--- src/rtl/ws2812_pkg.sv ---
// ws2812_pkg
//   Shared definitions for the WS2812 frame sequencer: the sequencer state
//   encoding, the number of colour bytes per pixel (G,R,B) and the byte-index
//   type used for RAM addressing and frame length (up to 255 * 3 = 765).
package ws2812_pkg;

  localparam int unsigned BYTES_PER_PIXEL = 3;
  localparam int unsigned BYTE_IDX_W      = 10;

  typedef logic [BYTE_IDX_W-1:0] byte_idx_t;

  typedef enum logic [2:0] {
    IDLE,
    FETCH,
    CAPTURE,
    OFFER,
    DRAIN,
    LATCH
  } seq_state_e;

endpackage

--- src/rtl/ws2812_down_counter.sv ---
// ws2812_down_counter
//   Loadable down-counter that saturates at zero. The width is derived from
//   LOAD_VALUE, so the same module serves both the short latch gap and the
//   long holdoff interval.
//
// Ports:
//   clk    in   system clock
//   rst_n  in   asynchronous active-low reset (count returns to 0)
//   load   in   load LOAD_VALUE on the next edge (wins over decrement)
//   zero   out  count has reached 0
module ws2812_down_counter #(
  parameter int unsigned LOAD_VALUE = 15
) (
  input  logic clk,
  input  logic rst_n,
  input  logic load,
  output logic zero
);

  localparam int unsigned W = (LOAD_VALUE > 0) ? $clog2(LOAD_VALUE + 1) : 1;
  localparam logic [W-1:0] LOAD_W = W'(LOAD_VALUE);

  logic [W-1:0] count_q;
  logic [W-1:0] count_d;

  always_comb begin
    count_d = count_q;
    if (load) begin
      count_d = LOAD_W;
    end else if (count_q != '0) begin
      count_d = count_q - W'(1);
    end
  end

  always_ff @(posedge clk or negedge rst_n) begin
    if (!rst_n) begin
      count_q <= '0;
    end else begin
      count_q <= count_d;
    end
  end

  assign zero = (count_q == '0);

endmodule

--- src/rtl/ws2812_frame_sequencer.sv ---
// ws2812_frame_sequencer
//   Streams the pixel RAM (already stored in wire order G,R,B) byte by byte to
//   the WS2812 bit serializer, one frame at a time, then holds the line idle
//   for the WS2812 latch gap. A frame starts on an explicit refresh request,
//   or automatically when the RAM has been written and the holdoff interval
//   since the previous frame start has elapsed.
//
// Ports:
//   clk               in   system clock
//   reset_n           in   asynchronous active-low reset
//   number_of_pixels  in   strip length, sampled at frame start
//   cpu_access        in   CPU owns the RAM port this cycle
//   cpu_write         in   CPU pixel write strobe (marks RAM dirty)
//   refresh_req       in   single-cycle explicit frame request
//   seq_ram_addr      out  sequencer RAM read address
//   ram_dbi           in   RAM read data, one clock after the address
//   byte_data         out  byte offered to the serializer
//   byte_valid        out  byte_data valid
//   byte_ready        in   serializer accepts the byte on valid & ready
//   ser_idle          in   serializer has shifted out every bit
//   busy              out  frame in progress
//   frame_done        out  one-clock pulse at the end of the latch gap
module ws2812_frame_sequencer
  import ws2812_pkg::*;
#(
  parameter int unsigned MAX_PIXELS   = 4,
  parameter int unsigned LATCH_CLKS   = 8100,
  parameter int unsigned HOLDOFF_CLKS = 270000
) (
  input  logic       clk,
  input  logic       reset_n,
  input  logic [7:0] number_of_pixels,
  input  logic       cpu_access,
  input  logic       cpu_write,
  input  logic       refresh_req,
  output logic [9:0] seq_ram_addr,
  input  logic [7:0] ram_dbi,
  output logic [7:0] byte_data,
  output logic       byte_valid,
  input  logic       byte_ready,
  input  logic       ser_idle,
  output logic       busy,
  output logic       frame_done
);

  localparam byte_idx_t MAX_PIX = byte_idx_t'(MAX_PIXELS);
  localparam byte_idx_t BPP     = byte_idx_t'(BYTES_PER_PIXEL);

  seq_state_e state_q, state_d;
  byte_idx_t  idx_q, idx_d;
  byte_idx_t  total_q, total_d;
  logic [7:0] byte_data_q, byte_data_d;
  logic       byte_valid_q, byte_valid_d;
  logic       dirty_q, dirty_d;
  logic       cpu_access_q, cpu_access_d;

  byte_idx_t  npix_ext;
  byte_idx_t  pix_clamped;
  byte_idx_t  frame_total;
  byte_idx_t  idx_next;
  logic       start;
  logic       holdoff_zero;
  logic       latch_load;
  logic       latch_zero;

  assign npix_ext    = {2'b00, number_of_pixels};
  assign pix_clamped = (npix_ext > MAX_PIX) ? MAX_PIX : npix_ext;
  assign frame_total = pix_clamped * BPP;
  assign idx_next    = idx_q + byte_idx_t'(1);

  // An explicit request bypasses the holdoff; a dirty RAM waits for it.
  assign start      = (state_q == IDLE) && (refresh_req || (dirty_q && holdoff_zero));
  assign latch_load = (state_q == DRAIN) && ser_idle;

  // A write landing in the start cycle must survive, so set wins over clear.
  assign dirty_d      = cpu_write || (dirty_q && !start);
  assign cpu_access_d = cpu_access;

  ws2812_down_counter #(
    .LOAD_VALUE (HOLDOFF_CLKS - 1)
  ) u_holdoff (
    .clk   (clk),
    .rst_n (reset_n),
    .load  (start),
    .zero  (holdoff_zero)
  );

  ws2812_down_counter #(
    .LOAD_VALUE (LATCH_CLKS - 1)
  ) u_latch (
    .clk   (clk),
    .rst_n (reset_n),
    .load  (latch_load),
    .zero  (latch_zero)
  );

  always_comb begin
    state_d      = state_q;
    idx_d        = idx_q;
    total_d      = total_q;
    byte_data_d  = byte_data_q;
    byte_valid_d = byte_valid_q;

    case (state_q)
      IDLE: begin
        if (start) begin
          total_d = frame_total;
          idx_d   = '0;
          state_d = (frame_total == '0) ? DRAIN : FETCH;
        end
      end

      // The address is only seen by the RAM when the CPU is off the port.
      FETCH: begin
        if (!cpu_access) begin
          state_d = CAPTURE;
        end
      end

      // cpu_access_q reflects the cycle the read was issued in; if the CPU
      // held the port then, ram_dbi belongs to the CPU and must be refetched.
      CAPTURE: begin
        if (cpu_access_q) begin
          state_d = FETCH;
        end else begin
          byte_data_d  = ram_dbi;
          byte_valid_d = 1'b1;
          state_d      = OFFER;
        end
      end

      OFFER: begin
        if (byte_ready) begin
          byte_valid_d = 1'b0;
          idx_d        = idx_next;
          state_d      = (idx_next == total_q) ? DRAIN : FETCH;
        end
      end

      DRAIN: begin
        if (ser_idle) begin
          state_d = LATCH;
        end
      end

      LATCH: begin
        if (latch_zero) begin
          state_d = IDLE;
        end
      end

      default: begin
        state_d = IDLE;
      end
    endcase
  end

  always_ff @(posedge clk or negedge reset_n) begin
    if (!reset_n) begin
      state_q      <= IDLE;
      idx_q        <= '0;
      total_q      <= '0;
      byte_data_q  <= '0;
      byte_valid_q <= 1'b0;
      dirty_q      <= 1'b1;
      cpu_access_q <= 1'b0;
    end else begin
      state_q      <= state_d;
      idx_q        <= idx_d;
      total_q      <= total_d;
      byte_data_q  <= byte_data_d;
      byte_valid_q <= byte_valid_d;
      dirty_q      <= dirty_d;
      cpu_access_q <= cpu_access_d;
    end
  end

  assign seq_ram_addr = idx_q;
  assign byte_data    = byte_data_q;
  assign byte_valid   = byte_valid_q;
  assign busy         = (state_q != IDLE);
  assign frame_done   = (state_q == LATCH) && latch_zero;

endmodule

--- config.mk ---
export PLATFORM = sky130hd
export DESIGN_NAME = ws2812_frame_sequencer
export DESIGN_NICKNAME = d
export VERILOG_FILES = /design/src/rtl/ws2812_pkg.sv /design/src/rtl/ws2812_down_counter.sv /design/src/rtl/ws2812_frame_sequencer.sv
export SDC_FILE = /design/constraint.sdc
export NUM_CORES = 1
export LEC_CHECK = 0
export ABC_AREA = 1
export CORE_MARGIN = 1.5
export CORE_UTILIZATION = 40
export DETAILED_ROUTE_END_ITERATION = 10
export GPL_ROUTABILITY_DRIVEN = 0
export SLEW_MARGIN = 5
export SYNTH_ARGS = -nofsm -noshare
export SYNTH_HDL_FRONTEND = slang
export SYNTH_SLANG_ARGS = --single-unit
--- constraint.sdc ---
create_clock -name clk -period 1.9 [get_ports clk]
set_input_delay 0.38 -clock clk [delete_from_list [all_inputs] [get_ports clk]]
set_output_delay 0.38 -clock clk [all_outputs]
set_load 0.05 [all_outputs]
# ---- Word level (Yosys, flattened, before mapping)
# Cells that the tools add are included.
dict set report op_classes {
  addsub 3
  n_mul 1
  n_lt_le_gt_ge 1
  n_bitwise 1
  mux 20
  reduce_logical 24
  eq_ne 12
}
# op count
set ops {}
lappend ops {{19-bit two-way mux} 2}
lappend ops {{13-bit two-way mux} 2}
lappend ops {{3-bit two-way mux} 7}
lappend ops {{10-bit two-way mux} 2}
lappend ops {{10-bit one-hot mux with 2 select lines} 1}
lappend ops {{19-bit logical NOT} 1}
lappend ops {{19-bit nonzero test} 1}
lappend ops {{19-bit by 1-bit subtractor with 19-bit output, second input constant} 1}
lappend ops {{3-bit one-hot mux with 6 select lines} 1}
lappend ops {{13-bit logical NOT} 1}
lappend ops {{13-bit nonzero test} 1}
lappend ops {{13-bit by 1-bit subtractor with 13-bit output, second input constant} 1}
lappend ops {{2-bit != test, second input constant} 6}
lappend ops {{10-bit by 1-bit adder with 10-bit output, second input constant} 1}
lappend ops {{10-bit equality test} 1}
lappend ops {{10-bit logical NOT} 1}
lappend ops {{8-bit by 2-bit multiplier with 10-bit output, second input constant} 1}
lappend ops {{8-bit by 3-bit > comparator with 1-bit output, second input constant} 1}
lappend ops {{8-bit two-way mux} 1}
lappend ops {{2-bit nonzero test} 4}
lappend ops {{3-bit by 2-bit equality test with 1-bit output, second input constant} 2}
lappend ops {{3-bit equality test, second input constant} 2}
lappend ops {{3-bit AND reduction} 2}
lappend ops {{1-bit logical AND} 5}
lappend ops {{11 further kinds} 14}
dict set report totals {
  output_inout_bits 21
  word_cells 71
  ff_bits 66
  input_bits 23
}

# ---- Logic depth before layout (Yosys ltp)
# Gate-level depths: netlist of run 1.
dict set report logic_depth {
  ltp_word 7
  depth_mapped 15
}

# ---- By module
# From an unflattened synthesis of run 1, not the netlist that was laid out.
dict set report hier_totals {
  cells_unflattened 521
  hier_area_um2 3998.8
}
# mod n_inst area_per_inst_um2 seq_area_each_um2 cells_each
set by_module_without_submodules {}
lappend by_module_without_submodules {ws2812_frame_sequencer 1 2042.0 852.1 254}
lappend by_module_without_submodules {{ws2812_down_counter at u_holdoff} 1 1126.1 475.5 155}
lappend by_module_without_submodules {{ws2812_down_counter at u_latch} 1 830.8 325.3 112}

# ---- Least setup slack after synthesis of run 1
# No wires, ideal clock.
dict set report synth_timing {
  path_kind {flip-flop to output port}
  start {register u_latch.count_q[0]}
  end {output frame_done}
  n_path_buf 0
  arrival_time_ps 2225
  path_slack_ps -705
  stages_incl_launch_ff 9
  path_cell_list {dfrtp_1 > inv_1 > ha_1 > nand2_1 > nor2_1 > nand2_1 > nor2_4 > inv_2 > nor3_1}
}
dict set report synth_between {
  elab_chain_cells 2
}
# element line
set synth_rtl {}
lappend synth_rtl {{start, declared} ws2812_down_counter.sv:23} ;# logic [W-1:0] count_q;
lappend synth_rtl {{start signal, assigned} ws2812_down_counter.sv:39} ;# count_q <= count_d;
lappend synth_rtl {{13-bit logical NOT} ws2812_down_counter.sv:43} ;# assign zero = (count_q == '0);
lappend synth_rtl {{1-bit logical AND} ws2812_frame_sequencer.sv:182} ;# assign frame_done = (state_q == LATCH) && latch_zero;
lappend synth_rtl {{end, declared} ws2812_frame_sequencer.sv:43} ;# output logic frame_done
# No other way between the ends.

# ---- Worst setup path in the final report of run 1
# Same ends and word-level chain as after synthesis.

==> run metrics, run 1 <==
failing checks negative hold slack, negative setup slack; worst-case reg-to-reg path depth 11; Reg2Reg Capture Point u_holdoff.count_q[6]$_DFFE_PN0P_; Yosys top cell area share 0.427; register area share after synthesis 0.433; Setup TNS Final -0.249 ns; worst skew pair latency 0.35 ns; dominant cell type by area after synthesis dfrtp_1; fin. max-slew vios 0; Total Power 6.00 mW; Antenna Nets Post-Route 0; CTS tree built; Total GRT Usage 0.191; DR DRC count 0; initial core utilization 0.413; fin crit share 1.09; most frequent cells in the layout nand2_1 (124), dfrtp_1 (65), inv_1 (63); initial antenna violation count 0; final hold viol count 4; status finished, violations left; Adder-Cell Fraction of Synth Area 0.0315; Area Overhead vs Synth 35.4%; Hold WC Path Type input port to asynchronous set/reset pin; Synth Area in XOR/XNOR 0.0344; delay of the slowest critical-path stage 0.39 ns; pre-CTS WS -0.797 ns; main area contributors after synthesis dfrtp_1 (43%), nand2_1 (13%), inv_1 (6.9%); Syn Area/Cell 7.64 um2; Worst Path Required 1.52 ns; Post-Syn Area 3810 um2; crit-path leading delay family simple AND/OR/NAND/NOR gates; Compound-Gate Fraction of Synth Area 0.0764; met2 Resource Use GR 0.319; routed len/inst 12.1 um; hold_ws -0.0117 ns; Slew HR 0.661; CTS clk-pin slew, worst paths 0.08 ns; RSZ-0062 raised after global routing true; Die Width 101 um; Initial DRT Pass Iterations 4; Worst Clk Skew 0.0147 ns; # Max-Cap Violations 0; WL final 8890 um; CP startpoint kind flip-flop; Final setup viols 3; Slew @ Worst Pin 0.509 ns; critical path, cell by cell inv_2, ha_4, nand2_4, nor2_4, nand2_2, nor2_4, inv_2, nor3_4, buf_12; Die Footprint 10,100 um2; worst-path maximum fanout 2; leakage 2.50 nW; grt total ovfl 0; Port Buffer Count 43; First DRT Iteration DRCs 113; Fill cells 868; CTS root buf clkbuf_8; first-pass GRT wire length 15,300 um; Critical path buffers and inverters 3; Vias 3,406; H-Tree Level Count 3; Die Y 101 um; largest net degree at the start of global routing 27; # diodes 0; share of layout cells above drive strength 1 0.254; post-synthesis mux area share 0.00262; Final WS setup -0.167 ns; synth unique cells 41; total power divided by cell area 1160 nW/um2; num ports 44; Post-Synth Simple-Gate Area 0.333; Ys Warns 0; Fmax achieved 484 MHz; Post-Syn Instances 499; CP Class flip-flop to output port; hold-fix buffers at CTS 0; fin nets 633; WP data arrival 1.69 ns; DP HPWL 6610 um; met1 Use GR 0.248; peak supply drop 0.741 mV; crit path time final 2.07 ns; CTS Sinks 66; Critical Path Slowest Stage Cell dfrtp_1; Worst R2R Setup Slack 0.09 ns; commonest non-fill, non-tap cell in the layout nand2_1; Core Area 9240 um2; met3 Use GR 0.0499; endpoint class of the critical path output port; std cell rows 35; clock buffer count from CTS 9; deepest clock path buffer count 2; gr busiest metal met2; main combinational cell family by area after synthesis simple AND/OR/NAND/NOR gates; worst r2r src u_holdoff.count_q[0]$_DFFE_PN0P_; Yosys reg bits 66; vias in the first global route 3,324; DR vias/cell 4.63
## worst register-to-register path, stage by stage, from the launching register on
cell and delay (ns):
dfrtp_1 0.39, inv_1 0.10, ha_2 0.19, inv_1 0.06
nor2_2 0.10, nand3_1 0.14, nor3_2 0.17, nand3_1 0.09
buf_4 0.18, a31o_2 0.21, nand3_2 0.05, inv_1 0.04
## sequential cells by signal, summed over array words and instances, names as in the netlist
name,cells
cpu_access_q,1
u_holdoff.count_q,19
state_q,3
dirty_q,1
byte_valid,1
u_latch.count_q,13
byte_data,8
seq_ram_addr,10
total_q,10
## through the flow
stage / utilization / std cells / cell area, um2
finish: 0.559 / 735 / 5160
global route: 0.559 / 735 / 5160
CTS: 0.544 / 728 / 5030
detailed placement: 0.511 / 706 / 4720
global placement: 0.511 / 706 / 4720
floorplan: - / 501 / 3880
## cell families after synthesis
logic type / Yosys count
AOI/OAI and AO/OA: 47
and+or+nand+nor: 279
DFF: 66
buffers and inverters: 80
other: 2
muxes: 1
adders and majority gates: 9
xor gates and xnor gates: 15
## layer usage
metal,share of wire,vias to the layer above,wire [um]
met4,0.0088,0,78
met1,0.48,1548,4250
met5,0,-,0
met2,0.48,64,4230
met3,0.037,6,325
li1,-,1788,-
## repair_timing
action	CTS	global route
endpoints found under the setup margin	12	38
hold endpoints to repair	0	0
setup buffers	6	7
pin swaps	11	4
resized for setup	51	20
## where the power goes
group          switching (mW)  internal (mW)  total (mW)
clock network           0.582          0.777        1.36
logic                    1.63          0.998        2.63
registers               0.270           1.74        2.01
total                    2.48           3.52        6.00
## final cells by class
class / instances / area (um2) / area share
Timing Repair Buffer: 95 / 817 / 0.158
Clock inverter: 6 / 90.1 / 0.0174
Clock buffer: 10 / 138 / 0.0267
Multi-Input combinational cell: 355 / 2020 / 0.391
Tap cell: 129 / 161 / 0.0313
Inverter: 74 / 287 / 0.0555
Sequential cell: 66 / 1650 / 0.320
## cells in the mapped netlist (all sizes together)
library cell,instances
a21o,1
o31ai,1
nor3,11
ha,8
clkinv,2
xnor2,3
nand2,134
a21oi,10
dfstp,1
fa,1
a211o,1
o211ai,2
nand4,10
nand3b,10
conb,2
dfrtp,65
mux2i,1
buf,6
nand3,40
nor4,2
or2,3
nor2,69
inv,72
a31o,1
o22ai,4
o21ai,27
xor2,12
## worst max path at each step
stage	from	endpoint	slack, ns	cells after the start
after floorplan	number_of_pixels[6]	state_q[0]$_DFFE_PN0P_	-0.23	14
after global placement	number_of_pixels[6]	state_q[0]$_DFFE_PN0P_	-0.71	15
after detailed placement	number_of_pixels[6]	state_q[0]$_DFFE_PN0P_	-0.80	15
after CTS	u_latch.count_q[9]$_DFFE_PN0P_	frame_done	-0.19	7
after global routing	u_latch.count_q[0]$_DFFE_PN0P_	frame_done	-0.30	9
final	u_latch.count_q[0]$_DFFE_PN0P_	frame_done	-0.17	9
Note: power is estimated with default switching activity, not from simulation.
==> run 2, diff against run 1 <==
- CELL_PAD_IN_SITES_DETAIL_PLACEMENT: not set -> 0
- CELL_PAD_IN_SITES_GLOBAL_PLACEMENT: not set -> 2
- CORE_UTILIZATION: 40 -> 30
- PLACE_DENSITY_LB_ADDON: not set -> 0.1
==> run 2 against run 1 <==
The run ends with negative setup slack left; combinational power fell by 2%; setup slack got worse by 0.020 ns; clock power rose by 32%; sequential cell count did not move; via count fell by 0.68%; fmax fell by 0.97%; critical path depth fell by 2; utilization fell by 13 points; die area rose by 32%; non-clock buffer count rose by 8; first-iteration DRC count rose by 12%; critical path type unchanged; critical endpoint unchanged; largest cell class unchanged; largest power group unchanged.
==> run metrics, run 2 (synthesized netlist as in run 1, its figures left out) <==
Worst Path Required 1.52 ns (about the same); worst skew pair latency 0.33 ns (-0.02 ns); share of layout cells above drive strength 1 0.259 (+0.00483); Slew HR 0.595 (-0.0653); Hold WC Path Type input port to asynchronous set/reset pin; commonest non-fill, non-tap cell in the layout nand2_1; routed len/inst 12.3 um (+1.9%); CP Class flip-flop to output port; fin nets 641 (+1.3%); fin crit share 1.10 (+0.0106); Fmax achieved 479 MHz (-0.97%); total power divided by cell area 1190 nW/um2 (+2.2%); Die Width 116 um (+15%); std cell rows 41 (+17%); initial antenna violation count 0 (unchanged); First DRT Iteration DRCs 127 (+12%); DR vias/cell 4.30 (-7.1%); status finished, violations left; grt total ovfl 0 (unchanged); largest net degree at the start of global routing 22 (-19%); leakage 2.65 nW (+5.9%); Core Area 12,500 um2 (+35%); Slew @ Worst Pin 0.607 ns (+0.0980 ns); WP data arrival 1.71 ns (+0.02 ns); CP startpoint kind flip-flop; hold-fix buffers at CTS 0 (unchanged); Final setup viols 3 (unchanged); # diodes 0 (unchanged); most frequent cells in the layout nand2_1 (124), dfrtp_1 (65), buf_4 (65); CTS root buf clkbuf_16; peak supply drop 0.524 mV (-29%); final hold viol count 0 (-4); failing checks negative setup slack; Total GRT Usage 0.161 (-0.0298); Antenna Nets Post-Route 0 (unchanged); Largest regs u_holdoff.count_q: 19 flops, u_latch.count_q: 13 flops; initial core utilization 0.305 (-0.108); CTS tree built; # Max-Cap Violations 0 (unchanged); DR DRC count 0 (unchanged); crit path time final 2.09 ns (+0.0202 ns); Final WS setup -0.187 ns (-0.0202 ns); pre-CTS WS -0.839 ns (-0.0420 ns); Port Buffer Count 43 (unchanged); max reg flops 19 (unchanged); Vias 3,383 (-0.68%); deepest clock path buffer count 2 (unchanged); vias in the first global route 3,422 (+2.9%); worst-path maximum fanout 2 (unchanged); Total Power 6.41 mW (+6.8%); Worst Clk Skew 0.00655 ns (-0.00813 ns); Largest Register u_holdoff.count_q; first-pass GRT wire length 16,600 um (+8.6%); WL final 9680 um (+8.9%); Die Y 116 um (+15%); RSZ-0062 raised after global routing true; CTS Sinks 66 (unchanged); fin. max-slew vios 0 (unchanged); Initial DRT Pass Iterations 4 (unchanged); num ports 44 (unchanged); CTS clk-pin slew, worst paths 0.06 ns (-0.02 ns); Area Overhead vs Synth 41.6%; H-Tree Level Count 3 (unchanged); endpoint class of the critical path output port; DP HPWL 7410 um (+12%); Die Footprint 13,400 um2 (+32%); clock buffer count from CTS 9 (unchanged)
## run 2: cell types whose count changed in the layout (fill, tap and decap cells not counted), sizes merged
cell,before,now
dlymetal6s2s,1,8
clkinv,4,3
clkbuf,10,11
dlygate4sd2,8,2
clkinvlp,2,1
buf,73,80
inv,72,73
## run 2: where the power goes
group / leakage, nW / internal, mW / switching [mW]
Combinational: 1.70 / 1.01 / 1.57
Clock: 0.156 / 1.18 / 0.624
Sequential: 0.795 / 1.75 / 0.270
## run 2: what timing repair did
action / in CTS / in global routing
setup buffers: 8 / 0
hold endpoints to repair: 0 / 0
pin swaps: 14 / 5
gates cloned: 0 / 0
setup endpoints to repair: 5 / 35
resized for setup: 43 / 24
## run 2: final timing paths
kind / from / end / slack [ns] / cells after the start
max: u_latch.count_q[9]$_DFFE_PN0P_ / frame_done / -0.19 / 7
min: reset_n / seq_ram_addr[1]$_DFFE_PN0P_ / 0.05 / 1
max reg2reg: seq_ram_addr[1]$_DFFE_PN0P_ / state_q[0]$_DFFE_PN0P_ / 0.10 / 12
min reg2reg: byte_data[4]$_DFFE_PN0P_ / byte_data[4]$_DFFE_PN0P_ / 0.47 / 2
max in group asynchronous: reset_n / dirty_q$_DFF_PN1_ / 1.25 / 2
min in group clk: byte_data[4]$_DFFE_PN0P_ / byte_data[4]$_DFFE_PN0P_ / 0.47 / 2
## run 2: routing by layer
metal  global-route usage  up-vias  wire length, um
li1                     -     1806                -
met1                0.207     1539             4570
met2                0.271       27             4770
met3               0.0303       11              196
met4               0.0585        0              150
met5                    0        -                0
## run 2: per-stage QoR
stage	TNS, ns	instance area [um2]	hold slack, ns	instances	util
2_1_floorplan	-0.493	3880	0.0844	501	-
3_3_place_gp	-2.42	4910	0.419	762	0.392
3_5_place_dp	-2.73	4910	0.426	762	0.392
4_1_cts	-0.336	5320	0.0640	786	0.425
5_1_grt	-0.735	5400	0.0777	786	0.431
6_report	-0.290	5400	0.0515	786	0.431
## run 2: cell type report
cell class	instances	area (um2)
Multi-Input combinational cell	355	2000
Clock inverter	5	77.6
Clock buffer	11	243
Inverter	74	283
Timing Repair Buffer	103	932
Tap cell	172	215
Sequential cell	66	1650
Fill cell	1339	7120
## run 2: critical path: stages (launching register included)
cell and delay (ns):
dfrtp_1 0.37, or2_4 0.27, nor3_4 0.18, nand2_2 0.10, nor2_4 0.10, inv_2 0.05, nor3_4 0.14, buf_12 0.16
